File: config.mk
export PLATFORM = sky130hd
export DESIGN_NAME = mux_rr_reg
export DESIGN_NICKNAME = d
export VERILOG_FILES = /design/src/rtl/mux_rr_reg.sv
export SDC_FILE = /design/constraint.sdc
export NUM_CORES = 1
export LEC_CHECK = 0
export ABC_AREA = 1
export CAP_MARGIN = 5
export CORE_MARGIN = 8
export CORE_UTILIZATION = 46
export CTS_CLUSTER_SIZE = 24
export DETAILED_ROUTE_END_ITERATION = 6
export GPL_ROUTABILITY_DRIVEN = 0
export PLACE_DENSITY = 0.87
export SETUP_SLACK_MARGIN = 0.2
export SLEW_MARGIN = 20
export SYNTH_ARGS = -nofsm -noshare
export SYNTH_HDL_FRONTEND = slang
export SYNTH_SLANG_ARGS = --single-unit
File: constraint.sdc
create_clock -name clk -period 4.83 [get_ports clk]
set_input_delay 0.7245 -clock clk [delete_from_list [all_inputs] [get_ports clk]]
set_output_delay 0.7245 -clock clk [all_outputs]
set_load 0.03 [all_outputs]
File: src/rtl/mux_rr_reg.sv
// NCH-to-1 registered channel mux with valid/ready on every port.
// Round-robin or fixed-priority grant feeding a one-entry output register.
module mux_rr_reg #(
  parameter int WIDTH     = 16,
  parameter int NCH       = 4,
  parameter int PRIO_MODE = 0,
  localparam int SELW     = (NCH > 1) ? $clog2(NCH) : 1
) (
  input  logic                   clk,
  input  logic                   rst_n,
  input  logic [NCH-1:0]         in_valid,
  input  logic [NCH*WIDTH-1:0]   in_data,
  output logic [NCH-1:0]         in_ready,
  output logic                   out_valid,
  output logic [WIDTH-1:0]       out_data,
  output logic [SELW-1:0]        out_sel,
  input  logic                   out_ready,
  output logic [15:0]            xfer_cnt
);

  typedef enum logic {
    EMPTY = 1'b0,
    FULL  = 1'b1
  } state_e;

  state_e            state_q, state_d;
  logic [WIDTH-1:0]  out_data_q, out_data_d;
  logic [SELW-1:0]   out_sel_q, out_sel_d;
  logic [SELW-1:0]   rr_ptr_q, rr_ptr_d;
  logic [15:0]       xfer_cnt_q, xfer_cnt_d;

  logic              load_en;
  logic              gnt_found;
  logic              accept;
  logic              drain;
  logic [SELW-1:0]   gnt_idx;
  logic [SELW-1:0]   cand;
  logic [WIDTH-1:0]  gnt_word;

  // Search starts at rr_ptr; fixed mode keeps rr_ptr at 0 so
  // the same scan yields lowest-index-wins.
  always_comb begin
    gnt_found = 1'b0;
    gnt_idx   = '0;
    cand      = '0;
    for (int k = 0; k < NCH; k++) begin
      cand = SELW'((int'(rr_ptr_q) + k) % NCH);
      if (!gnt_found && in_valid[cand]) begin
        gnt_found = 1'b1;
        gnt_idx   = cand;
      end
    end
  end

  always_comb begin
    gnt_word = '0;
    for (int i = 0; i < NCH; i++) begin
      if (gnt_idx == SELW'(i)) begin
        gnt_word = in_data[i*WIDTH +: WIDTH];
      end
    end
  end

  assign load_en = (state_q == EMPTY) | out_ready;
  assign accept  = rst_n & load_en & gnt_found;
  assign drain   = (state_q == FULL) & out_ready;

  always_comb begin
    in_ready = '0;
    if (accept) begin
      in_ready = NCH'(1) << gnt_idx;
    end
  end

  always_ff @(posedge clk) begin
    if (!rst_n) begin
      state_q <= EMPTY;
    end else begin
      state_q <= state_d;
    end
  end

  always_comb begin
    state_d = state_q;
    if (accept) begin
      state_d = FULL;
    end else if (drain) begin
      state_d = EMPTY;
    end
  end

  always_comb begin
    out_valid = (state_q == FULL);
    out_data  = out_data_q;
    out_sel   = out_sel_q;
    xfer_cnt  = xfer_cnt_q;
  end

  always_comb begin
    out_data_d = out_data_q;
    out_sel_d  = out_sel_q;
    rr_ptr_d   = rr_ptr_q;
    xfer_cnt_d = xfer_cnt_q;
    if (accept) begin
      out_data_d = gnt_word;
      out_sel_d  = gnt_idx;
      if (PRIO_MODE == 0) begin
        rr_ptr_d = (gnt_idx == SELW'(NCH - 1)) ?
                   '0 : gnt_idx + SELW'(1);
      end
    end
    if (drain && xfer_cnt_q != 16'hFFFF) begin
      xfer_cnt_d = xfer_cnt_q + 16'd1;
    end
  end

  always_ff @(posedge clk) begin
    if (!rst_n) begin
      out_data_q <= '0;
      out_sel_q  <= '0;
      rr_ptr_q   <= '0;
      xfer_cnt_q <= '0;
    end else begin
      out_data_q <= out_data_d;
      out_sel_q  <= out_sel_d;
      rr_ptr_q   <= rr_ptr_d;
      xfer_cnt_q <= xfer_cnt_d;
    end
  end

endmodule

==> results of run 1 <==
-- power by group through the flow --
stage | clock, mW | combinational [mW] | sequential, mW
after CTS | 0.278 | 1.23 | 0.417
after global placement | 0 | 1.20 | 0.422
after detailed placement | 0 | 1.23 | 0.424
after floorplan | 0 | 0.793 | 0.515
final | 0.276 | 1.23 | 0.418
after global routing | 0.293 | 1.42 | 0.426
-- kinds of logic after synthesis --
kind of cell	Yosys count	share of synthesized area, %
compound gates	66	13.56
buf+inv	50	9.281
simple gates	233	40.85
fa+ha+maj	5	2.550
xor+xnor	10	3.569
flops	37	30.19
-- routing by layer --
metal | wire length [um] | vias up | track usage (%)
met3 | 837 | 8 | 9.007
met5 | 0 | - | 0
met1 | 3144 | 1263 | 22.43
li1 | - | 1484 | -
met2 | 3731 | 113 | 35.92
met4 | 84 | 0 | 5.136
-- registers in the layout (all words and copies together) (netlist names) --
signal / count
out_sel: 2
rr_ptr_q: 2
out_valid: 1
xfer_cnt: 16
out_data: 16
-- final timing paths --
kind / start / to / slack [ps] / cells past startpoint
setup / recovery: in_valid[0] / in_ready[2] / 610 / 15
setup reg to reg: rr_ptr_q[0] / out_data[5] / 1370 / 16
hold reg to reg: out_data[3] / out_data[3] / 470 / 2
hold / removal: out_data[3] / out_data[3] / 470 / 2
-- cells in the mapped netlist (all sizes together) (4+ instances only) --
master,instances
a21oi,27
buf,8
clkbuf,10
dfxtp,37
ha,5
inv,31
nand2,161
nand3,36
nand4,4
nor2,24
nor3,6
o21ai,38
xnor2,6
xor2,4
-- critical path: cells and delay by family --
| family | cells | cell delay (ps) |
|---|---|---|
| adders and majority gates | 1 | 150 |
| buffers and inverters | 6 | 1720 |
| and+or+nand+nor | 8 | 910 |
-- cell type report --
cell class / count / area share, %
multi-input combinational: 314 / 40.43
timing repair buffer: 113 / 30.52
sequential: 37 / 20.16
inverter: 32 / 3.338
tap: 70 / 2.384
clock buffer: 7 / 2.350
clock inverter: 1 / 0.8174
-- per-stage QoR --
stage                     std cells  instance area (sq um)  util, %
after global placement          566                   3557    69.21
after detailed placement        566                   3557    69.21
after global routing            574                   3674    71.47
after floorplan                 401                   2454        -
after CTS                       574                   3674    71.47
final                           574                   3674    71.47
==> results.txt, run 1 <==
final worst slack: 608.7 ps
setup violators final: 0
CP peak stage delay: 680 ps
Clk Tree Root Cell: clkbuf_8
Clk pwr share: 14.4%
pre-CTS setup slack: 620.3 ps
layout cells sized above 1: 5.159%
Cell Chain, Critical Path: clkdlybuf4s50_1, inv_1, nand2_1, nand3_1, nand2_2, nor2_4, nand3b_1, nand3_1, nand2_1, inv_1, ha_1, buf_4, inv_1, nor2_1, clkdlybuf4s50_1
Peak VDD IR: 0.3975 mV
Die H: 89.04 um
Reg power frac: 21.7%
synthesized area per cell: 6.119 sq um
Sum Neg Setup Slack: 0 ps
Main synth FF type: dfxtp_1
CP Launch Type: input port
Clock Latency Late Sink: 290 ps
grt ovf: 0
top cell type by total area after synthesis: dfxtp_1
register area share after synthesis: 30.19%
FF+latch area: 740.7 sq um
post-synth cell types: 27
final slew viol count: 0
RSZ-0062 raised after global routing: false
dpl hpwl: 6313 um
worst path arrival time: 3500 ps
largest net degree at the start of global routing: 33
number of global-route vias before repair: 2,890
cell leakage power: 1.546 nW
initial antenna violation count: 0
Tmin final: 4221 ps
vias per std cell: 4.997
Post-synth ARST share: 0%
Crit Path Class: in -> out
Hold Path Class: reg -> reg
post_cts resized: 0
Ys Warns: 0
via count: 2,868
Post-Route WL: 7796 um
Post-synth EDFFs: 0
Clock Sinks: 37
Final Hold Viols: 0
IO buf count: 109
Die Wd: 89.04 um
average wire per standard cell: 13.58 um
Total GRT Usage: 20.66%
post-synth net total: 477
Top-Level Pins: 110
Post-Synthesis Cells: 401
htree depth: 2
nets: 579
Int Pwr: 1.012 mW
Yosys top cell area share: 30.19%
first-pass GRT wire length: 13,060 um
Seq cells post-synth: 37
combinational power share: 63.9%
Slew @ Worst Pin: 872.8 ps
TritonCTS Buffers: 5
CTS tree: yes
worst relative slew slack: 41.60%
most frequent cells in the layout: 151 x nand2_1, 109 x clkdlybuf4s50_1, 37 x o21ai_0, 37 x dfxtp_1, 35 x nand3_1
Antenna diodes: 0
number of max-cap violations: 0
Initial Util: 47.74%
CP endpoint kind: primary output
P&R area growth vs syn: 49.72%
total power draw: 1.923 mW
number of post-CTS setup repair buffers: 0
P_sw: 0.9118 mW
Most common cell on crit path: inv_1
commonest non-fill, non-tap cell in the layout: nand2_1
# DRC: 0
# hold bufs at CTS: 0
std cell rows: 26
Fill cells: 466
Worst Hold Slack: 467.3 ps
Routed Antenna Nets: 0
core area: 5140 sq um
drt pass-1 iters: 4
Iteration-0 DRC Markers: 123
clock-pin slew on the worst setup and hold paths: 70 ps
sw frac: 47.41%
crit share post-route: 87.40%
die area: 7927 sq um
clk_skew: 11.38 ps
Crit path required time: 4110 ps
Netlist Area Pre-Place: 2454 sq um
maximum clock path buffer count: 2
outcome: finished clean
Power Dens Cells: 523.6 nW/um^2
multi-input logic area: 1485 sq um
cell at the slowest stage of the critical path: clkdlybuf4s50_1
max frequency: 0.2369 GHz
Crit Path Max Fanout: 17
largest cells by area after synthesis: dfxtp_1 30%, nand2_1 23%, o21ai_0 7.5%
Note: power is estimated with default switching activity, not from simulation.
==> run 2, diff against run 1 <==
--- a/config.mk
+++ b/config.mk
@@ -13,6 +13,7 @@
 export DETAILED_ROUTE_END_ITERATION = 6
 export GPL_ROUTABILITY_DRIVEN = 0
 export PLACE_DENSITY = 0.87
+export REMOVE_ABC_BUFFERS = 1
 export SETUP_SLACK_MARGIN = 0.2
 export SLEW_MARGIN = 20
 export SYNTH_ARGS = -nofsm -noshare
==> results.txt, run 2 (synthesis gave the netlist of run 1 again) <==
outcome: finished clean
Top-Level Pins: 110 (unchanged)
Post-Route WL: 8065 um (+3.5%)
core area: 5140 sq um (unchanged)
IO buf count: 109 (unchanged)
Hold Path Class: reg -> reg
Fill cells: 473 (+1.5%)
Total GRT Usage: 20.79% (+0.13 points)
met1 Usage GRT: 21.23% (-1.2 points)
layout cells sized above 1: 5.357% (+0.20 points)
met3 Use GR: 10.57% (+1.6 points)
# DRC: 0 (unchanged)
number of global-route vias before repair: 2,906 (+0.55%)
clk_skew: 5.499 ps (-5.884 ps)
Sum Neg Setup Slack: 0 ps (unchanged)
std cell rows: 26 (unchanged)
crit share post-route: 86.10% (-1.3 points)
Crit Path Class: in -> out
Iteration-0 DRC Markers: 176 (+43%)
worst path arrival time: 3430 ps (-70 ps)
vias per std cell: 5.106 (+2.2%)
die area: 7927 sq um (unchanged)
Peak VDD IR: 0.3170 mV (-20%)
drt pass-1 iters: 6 (+2)
Clock Latency Late Sink: 290 ps (about the same)
Power Dens Cells: 523.5 nW/um^2 (about the same)
Tmin final: 4159 ps (-62.43 ps)
FF+latch area: 740.7 sq um (unchanged)
P&R area growth vs syn: 48.95%
dpl hpwl: 6356 um (+0.68%)
number of max-cap violations: 0 (unchanged)
maximum clock path buffer count: 2 (unchanged)
cell leakage power: 1.536 nW (-0.65%)
Finished Cell Area: 3655 sq um (-0.51%)
TritonCTS Buffers: 5 (unchanged)
post_cts resized: 0 (unchanged)
RSZ-0062 raised after global routing: false
DP Area: 3565 sq um (+0.21%)
Setup crit start: in_valid[3]
Final Util: 71.11% (-0.37 points)
Die H: 89.04 um (unchanged)
CP Launch Type: input port
initial antenna violation count: 0 (unchanged)
commonest non-fill, non-tap cell in the layout: nand2_1
final worst slack: 671.2 ps (+62.43 ps)
total power draw: 1.913 mW (-0.53%)
pre-CTS setup slack: 716.0 ps (+95.69 ps)
setup violators final: 0 (unchanged)
most frequent cells in the layout: 151 x nand2_1, 109 x clkdlybuf4s50_1, 37 x o21ai_0, 37 x dfxtp_1, 35 x nand3_1
largest net degree at the start of global routing: 33 (unchanged)
Antenna diodes: 0 (unchanged)
Worst Hold Slack: 466.3 ps (-1.012 ps)
max frequency: 0.2405 GHz (+1.5%)
Die Wd: 89.04 um (unchanged)
Routed Antenna Nets: 0 (unchanged)
multi-input logic area: 1485 sq um (unchanged)
# hold bufs at CTS: 0 (unchanged)
Crit path required time: 4110 ps (about the same)
Initial Util: 47.74% (unchanged)
via count: 2,931 (+2.2%)
DP Cell Count: 567 (+0.18%)
number of post-CTS setup repair buffers: 0 (unchanged)
average wire per standard cell: 14.05 um (+3.5%)
clock-pin slew on the worst setup and hold paths: 70 ps (about the same)
worst relative slew slack: 68.54% (+27 points)
CP endpoint kind: primary output
Clock Sinks: 37 (unchanged)
CTS tree: yes
RR Endpoint: out_data[11]
non-filler instance count after layout: 574 (unchanged)
Reg2Reg Depth: 17 (+1)
Worst R2R Start: rr_ptr_q[0]
Slew @ Worst Pin: 471.3 ps (-401.5 ps)
Final Hold Viols: 0 (unchanged)
Crit Path Max Fanout: 17 (unchanged)
htree depth: 2 (unchanged)
CP Capture Point: in_ready[2]
GRT met2 Usage: 37.06% (+1.1 points)
most used routing layer: met2
first-pass GRT wire length: 13,000 um (-0.47%)
worst reg-to-reg setup slack: 1690 ps (+320 ps)
Clk Tree Root Cell: clkbuf_8
grt ovf: 0 (unchanged)
nets: 580 (+0.17%)
final slew viol count: 0 (unchanged)
run 2: changes by cell type in the layout (fill, tap and decap cells not counted):
cell / delta
clkinvlp_4: +1
buf_4: +1
bufinv_16: -1
clkbuf_1: -1
run 2: where the power goes:
group	switching [mW]	total, mW	internal [mW]
Clock	0.110	0.223	0.113
Combinational	0.793	1.27	0.480
Sequential	0.0468	0.418	0.371
run 2: how the worst min path moves through the flow:
stage / from / endpoint / slack [ps] / depth (start not counted)
2_1_floorplan: rr_ptr_q[1] / rr_ptr_q[1] / 510 / 2
3_3_place_gp: out_data[6] / out_data[6] / 450 / 2
3_5_place_dp: out_data[14] / out_data[14] / 460 / 2
4_1_cts: out_data[14] / out_data[14] / 470 / 2
5_1_grt: out_data[0] / out_data[0] / 480 / 2
6_report: out_data[14] / out_data[14] / 470 / 2
run 2: cell type report:
type | count | share of cell area, %
Multi-Input combinational cell | 314 | 40.64
Tap cell | 70 | 2.396
Clock inverter | 1 | 0.2054
Clock buffer | 6 | 2.259
Sequential cell | 37 | 20.27
Inverter | 32 | 3.355
Timing Repair Buffer | 114 | 30.88
run 2: worst max-delay path: stages:
cell	delay, ps
clkdlybuf4s50_1	430
inv_1	90
nand2_2	60
nand3_1	130
nand2_2	90
nor2_4	170
nand3_1	120
nand3_1	140
nand2_1	110
inv_1	100
ha_1	170
inv_1	220
nor2_1	180
clkdlybuf4s50_1	690
run 2: routing by layer:
metal	wire, um	up-vias
met5	0	-
met4	57	0
met3	988	7
met2	3985	111
met1	3033	1326
li1	-	1487
==> run 3, diff against run 2 <==
--- a/config.mk
+++ b/config.mk
@@ -12,9 +12,11 @@
 export CTS_CLUSTER_SIZE = 24
 export DETAILED_ROUTE_END_ITERATION = 6
 export GPL_ROUTABILITY_DRIVEN = 0
+export GPL_TIMING_DRIVEN = 0
 export PLACE_DENSITY = 0.87
 export REMOVE_ABC_BUFFERS = 1
 export SETUP_SLACK_MARGIN = 0.2
+export SKIP_CTS_REPAIR_TIMING = 1
 export SLEW_MARGIN = 20
 export SYNTH_ARGS = -nofsm -noshare
 export SYNTH_HDL_FRONTEND = slang
==> results.txt, run 3 (synthesis gave the netlist of run 1 again) <==
die area: 7927 sq um (unchanged)
Crit Path Max Fanout: 17 (unchanged)
most frequent cells in the layout: 151 x nand2_1, 108 x clkdlybuf4s50_1, 37 x o21ai_0, 37 x dfxtp_1, 35 x nand3_1
Crit path required time: 4110 ps (about the same)
met2 WL: 3712 um (-6.9%)
worst path arrival time: 3730 ps (+300 ps)
cell at the slowest stage of the critical path: clkdlybuf4s50_1
nets: 575 (-0.86%)
Tmin final: 4453 ps (+294.0 ps)
Sum Neg Setup Slack: 0 ps (unchanged)
Die Wd: 89.04 um (unchanged)
RSZ-0062 raised after global routing: true
clk_skew: 6.198 ps (+0.6988 ps)
max frequency: 0.2246 GHz (-6.6%)
core area: 5140 sq um (unchanged)
Cell Chain, Critical Path: clkdlybuf4s50_1, inv_1, nand2_2, nand3_1, nand2_2, nor2_4, nand3_1, nand3_1, nand2_1, inv_1, ha_2, inv_1, nor2_1, clkdlybuf4s50_1
Clk Tree Root Cell: clkbuf_8
FF+latch area: 740.7 sq um (unchanged)
Iteration-0 DRC Markers: 205 (+16%)
first-pass GRT wire length: 12,740 um (-2.0%)
layout cells sized above 1: 5.000% (-0.36 points)
CP endpoint kind: primary output
Hold Path Class: reg -> reg
Fill cells: 473 (unchanged)
Post-Route WL: 7831 um (-2.9%)
Antenna diodes: 0 (unchanged)
Crit Path Class: in -> out
number of global-route vias before repair: 2,857 (-1.7%)
Initial Util: 47.74% (unchanged)
Peak VDD IR: 0.3243 mV (+2.3%)
Top-Level Pins: 110 (unchanged)
initial antenna violation count: 0 (unchanged)
Largest delay share family, worst path: buffers and inverters
sw frac: 48.31% (-1.3 points)
TritonCTS Buffers: 5 (unchanged)
outcome: finished clean
commonest non-fill, non-tap cell in the layout: nand2_1
Clk pwr share: 14.6% (+3.0 points)
Routed Antenna Nets: 0 (unchanged)
via count: 2,904 (-0.92%)
drt pass-1 iters: 4 (-2)
Int Pwr: 0.9991 mW (+3.7%)
multi-input logic area: 1490 sq um (+0.34%)
Final Hold Viols: 0 (unchanged)
Reg power frac: 21.4% (-0.4 points)
Final Util: 71.11% (unchanged)
dpl hpwl: 6155 um (-3.2%)
critical path buffer and inverter count: 5 (unchanged)
Total GRT Usage: 20.19% (-0.60 points)
Slew @ Worst Pin: 1071 ps (+600.1 ps)
IO buf count: 109 (unchanged)
number of max-cap violations: 0 (unchanged)
std cell rows: 26 (unchanged)
setup violators final: 0 (unchanged)
Die H: 89.04 um (unchanged)
non-filler instance count after layout: 570 (-0.70%)
Power Dens Cells: 528.9 nW/um^2 (+1.0%)
P_sw: 0.9339 mW (-1.7%)
worst relative slew slack: 28.30% (-40 points)
maximum clock path buffer count: 2 (unchanged)
final slew viol count: 0 (unchanged)
htree depth: 2 (unchanged)
Clock Latency Late Sink: 290 ps (about the same)
cell leakage power: 1.530 nW (-0.38%)
grt ovf: 0 (unchanged)
CP peak stage delay: 700 ps (about the same)
met3 wire len: 1111 um (+12%)
CP Launch Type: input port
top layer in use: met4
vias per std cell: 5.095 (-0.23%)
crit share post-route: 92.19% (+6.1 points)
combinational power share: 64.0% (-2.5 points)
DP Cell Count: 562 (-0.88%)
average wire per standard cell: 13.74 um (-2.2%)
largest net degree at the start of global routing: 34 (+3.0%)
Clock Sinks: 37 (unchanged)
clock-pin slew on the worst setup and hold paths: 70 ps (about the same)
DRT met1 WL: 2948 um (-2.8%)
P&R area growth vs syn: 48.95% (unchanged)
CTS tree: yes
# DRC: 0 (unchanged)
run 3: worst register-to-register path: stages (launching register included):
cell	delay [ps]
dfxtp_1	580
inv_2	180
nand2_1	100
nand2_1	90
nand2_1	100
nand2_2	70
nor2_4	140
nand3_4	130
nand3_1	200
inv_1	100
ha_1	440
nor2_1	910
nand2_1	150
nand2_1	100
o21ai_0	80
o21ai_0	180
nand2_1	80
nand2_1	60
run 3: power by group through the flow:
stage	Clock [mW]	Combinational, mW	Sequential [mW]
3_5_place_dp	0	1.23	0.420
6_report	0.282	1.24	0.414
5_1_grt	0.301	1.40	0.423
3_3_place_gp	0	1.20	0.418
2_1_floorplan	0	0.739	0.519
4_1_cts	0.287	1.23	0.413
run 3: path summary, 6_finish.rpt:
| check | slack (ps) | endpoint | from | depth (start not counted) |
|---|---|---|---|---|
| max | 380 | in_ready[2] | in_valid[3] | 14 |
| min | 460 | out_data[8] | out_data[8] | 2 |
| max reg2reg | 1110 | out_data[4] | rr_ptr_q[0] | 17 |
| min reg2reg | 460 | out_data[8] | out_data[8] | 2 |
run 3: layout make-up:
| class | count | area share, % |
|---|---|---|
| timing repair buffer | 109 | 29.92 |
| inverter | 32 | 3.355 |
| multi-input combinational | 314 | 40.77 |
| clock inverter | 2 | 1.027 |
| sequential | 37 | 20.27 |
| tap | 70 | 2.396 |
| clock buffer | 6 | 2.259 |
run 3: routing by layer:
metal	vias to the layer above	track usage, %
met1	1278	21.28
met3	8	11.03
li1	1483	-
met4	0	4.985
met5	-	0
met2	135	34.30
run 3: through the flow:
stage / hold WS, ps / power, mW / area, sq um / setup slack (ps)
finish: 464.6 / 1.933 / 3655 / 377.1
global placement: 452.6 / 1.616 / 3527 / 230.0
CTS: 466.8 / 1.933 / 3647 / 109.3
global route: 482.8 / 2.129 / 3655 / 140.2
detailed placement: 456.2 / 1.647 / 3527 / 130.7
floorplan: 506.0 / 1.259 / 2349 / 1474
==> patch, RTL diff (flow settings as in run 1) <==
The parameter `PRIO_MODE` goes from 0 to 1.
--- a/src/rtl/mux_rr_reg.sv
+++ b/src/rtl/mux_rr_reg.sv
@@ -3,7 +3,7 @@
 module mux_rr_reg #(
   parameter int WIDTH     = 16,
   parameter int NCH       = 4,
-  parameter int PRIO_MODE = 0,
+  parameter int PRIO_MODE = 1,
   localparam int SELW     = (NCH > 1) ? $clog2(NCH) : 1
 ) (
   input  logic                   clk,
Function: changed (a bounded check fails within 4 cycles, from zero or initial values and one cycle with rst_n low).
==> patch against run 1 <==
  * Maximum frequency up 8.3%
  * Critical endpoint is now in_ready[3]
  * Worst setup slack better by 0.32 ns
  * Sequential cell count down 2
  * Cell area down 8.8%
  * Critical path depth down 9
  * Area after synthesis down 11%
  * Routed wire length down 4.4%
  * Sequential share of layout area up 0.74 points
  * Global-route usage up 0.47 points
Power is not compared: it rests on default switching activity, and its combinational part moved more than twofold at a synthesized area within 25%.
==> patch: results (changes against run 1) <==
status: "completed"  # unchanged
drive_gt1_share_pct: 6.98  # was 5.16%
drt-initial-drc-count: 108  # was 123
cpPeakStageDelay_ns: 0.76  # was 0.68 ns
fill_cells: 399  # was 466
synth_compound_area_share_pct: 14.8  # was 13.6%
r2r-start: "xfer_cnt[0]"  # was rr_ptr_q[0]
synth_xor_area_share_pct: 2.81  # was 3.57%
whs_endpoint: "out_sel[1]"  # was out_data[3]
grt_pass1_vias: 2683  # was 2890
synthAdderAreaFrac_pct: 0.574  # was 2.55%
place_area_sq_um: 3260  # was 3560 sq um
synth.distinct_cells: 26  # was 27
rr_endpoint: "xfer_cnt[1]"  # was out_data[5]
reg2reg_depth: 9  # was 16
track_usage_pct: 21.1  # was 20.7%
fin_skew_ns: 0.00331  # was 0.0114 ns
dp.cells: 491  # was 566
detail_route.wl_per_cell_microns: 15.0  # was 13.6 microns
hp-start: "out_sel[1]"  # was out_data[3]
crit_start: "rst_n"  # was in_valid[0]
worst_slew_pin_slew_ns: 0.667  # was 0.873 ns
critPathArrivalTime_ns: 3.17  # was 3.50 ns
synthTopCellsByArea: "dfxtp_1, nand2_1, nand3_1"  # was dfxtp_1, nand2_1, o21ai_0
syn_area_per_cell_sq_um: 6.41  # was 6.12 sq um
drt-total-wl_mm: 7.45  # was 7.80 mm
patch: cell count changes after synthesis, moves of 7 or more:
cell      before  now
clkbuf_1      10    3
or2_2          0   10
o21ai_0       37    9
a21boi_1       0    7
inv_1         28   19
nand2_1      151  111
patch: power breakdown:
part | switching [mW] | internal (mW) | total [mW]
registers | 0.00932 | 0.302 | 0.311
logic | 0.0943 | 0.0976 | 0.192
clock network | 0.106 | 0.112 | 0.217
total | 0.209 | 0.512 | 0.721
patch: area by class of cell:
cell class                      instances  area [sq um]  share of cell area (%)
Clock buffer                            6          82.6                    2.46
Clock inverter                          1          5.00                   0.149
Inverter                               21          83.8                    2.50
Multi-Input combinational cell        271          1310                    39.2
Sequential cell                        35           701                    20.9
Tap cell                               54          67.6                    2.02
Timing Repair Buffer                  110          1100                    32.8
patch: stage by stage:
stage | util [%] | worst slack, ns
2_1_floorplan | - | 2.29
5_1_grt | 71.9 | 0.777
3_3_place_gp | 70.0 | 1.00
6_report | 71.9 | 0.931
3_5_place_dp | 70.0 | 0.954
4_1_cts | 71.9 | 0.934
patch: how the worst max path moves through the flow:
| stage | end | cells after the start |
|---|---|---|
| after floorplan | in_ready[0] | 6 |
| after global placement | in_ready[3] | 6 |
| after detailed placement | in_ready[3] | 6 |
| after CTS | in_ready[3] | 6 |
| after global routing | in_ready[3] | 6 |
| final | in_ready[3] | 6 |
patch: cells by family after synthesis:
logic type / after synthesis
fa+ha+maj: 1
xor+xnor: 7
buf+inv: 34
compound gates: 57
flops: 35
simple gates: 206
patch: per-layer routing:
layer  part of all wire (%)  wire [microns]  GRT usage (%)  up-vias
met5                      0               0              0        -
met4                    1.4             108           5.34        0
met3                     12             858           10.9       10
met2                     47            3490           35.8      113
met1                     40            2990           22.7     1165
li1                       -               -              -     1308
patch: worst register-to-register path: stages, from the launching register on:
cell     delay, ns
dfxtp_1       0.38
ha_1          0.29
nand2_2       0.10
nor2_2        0.05
nand2_2       0.10
nor2_4        0.05
nor2_4        0.37
inv_6         0.13
nor2_1        0.14
nor2_1        0.05
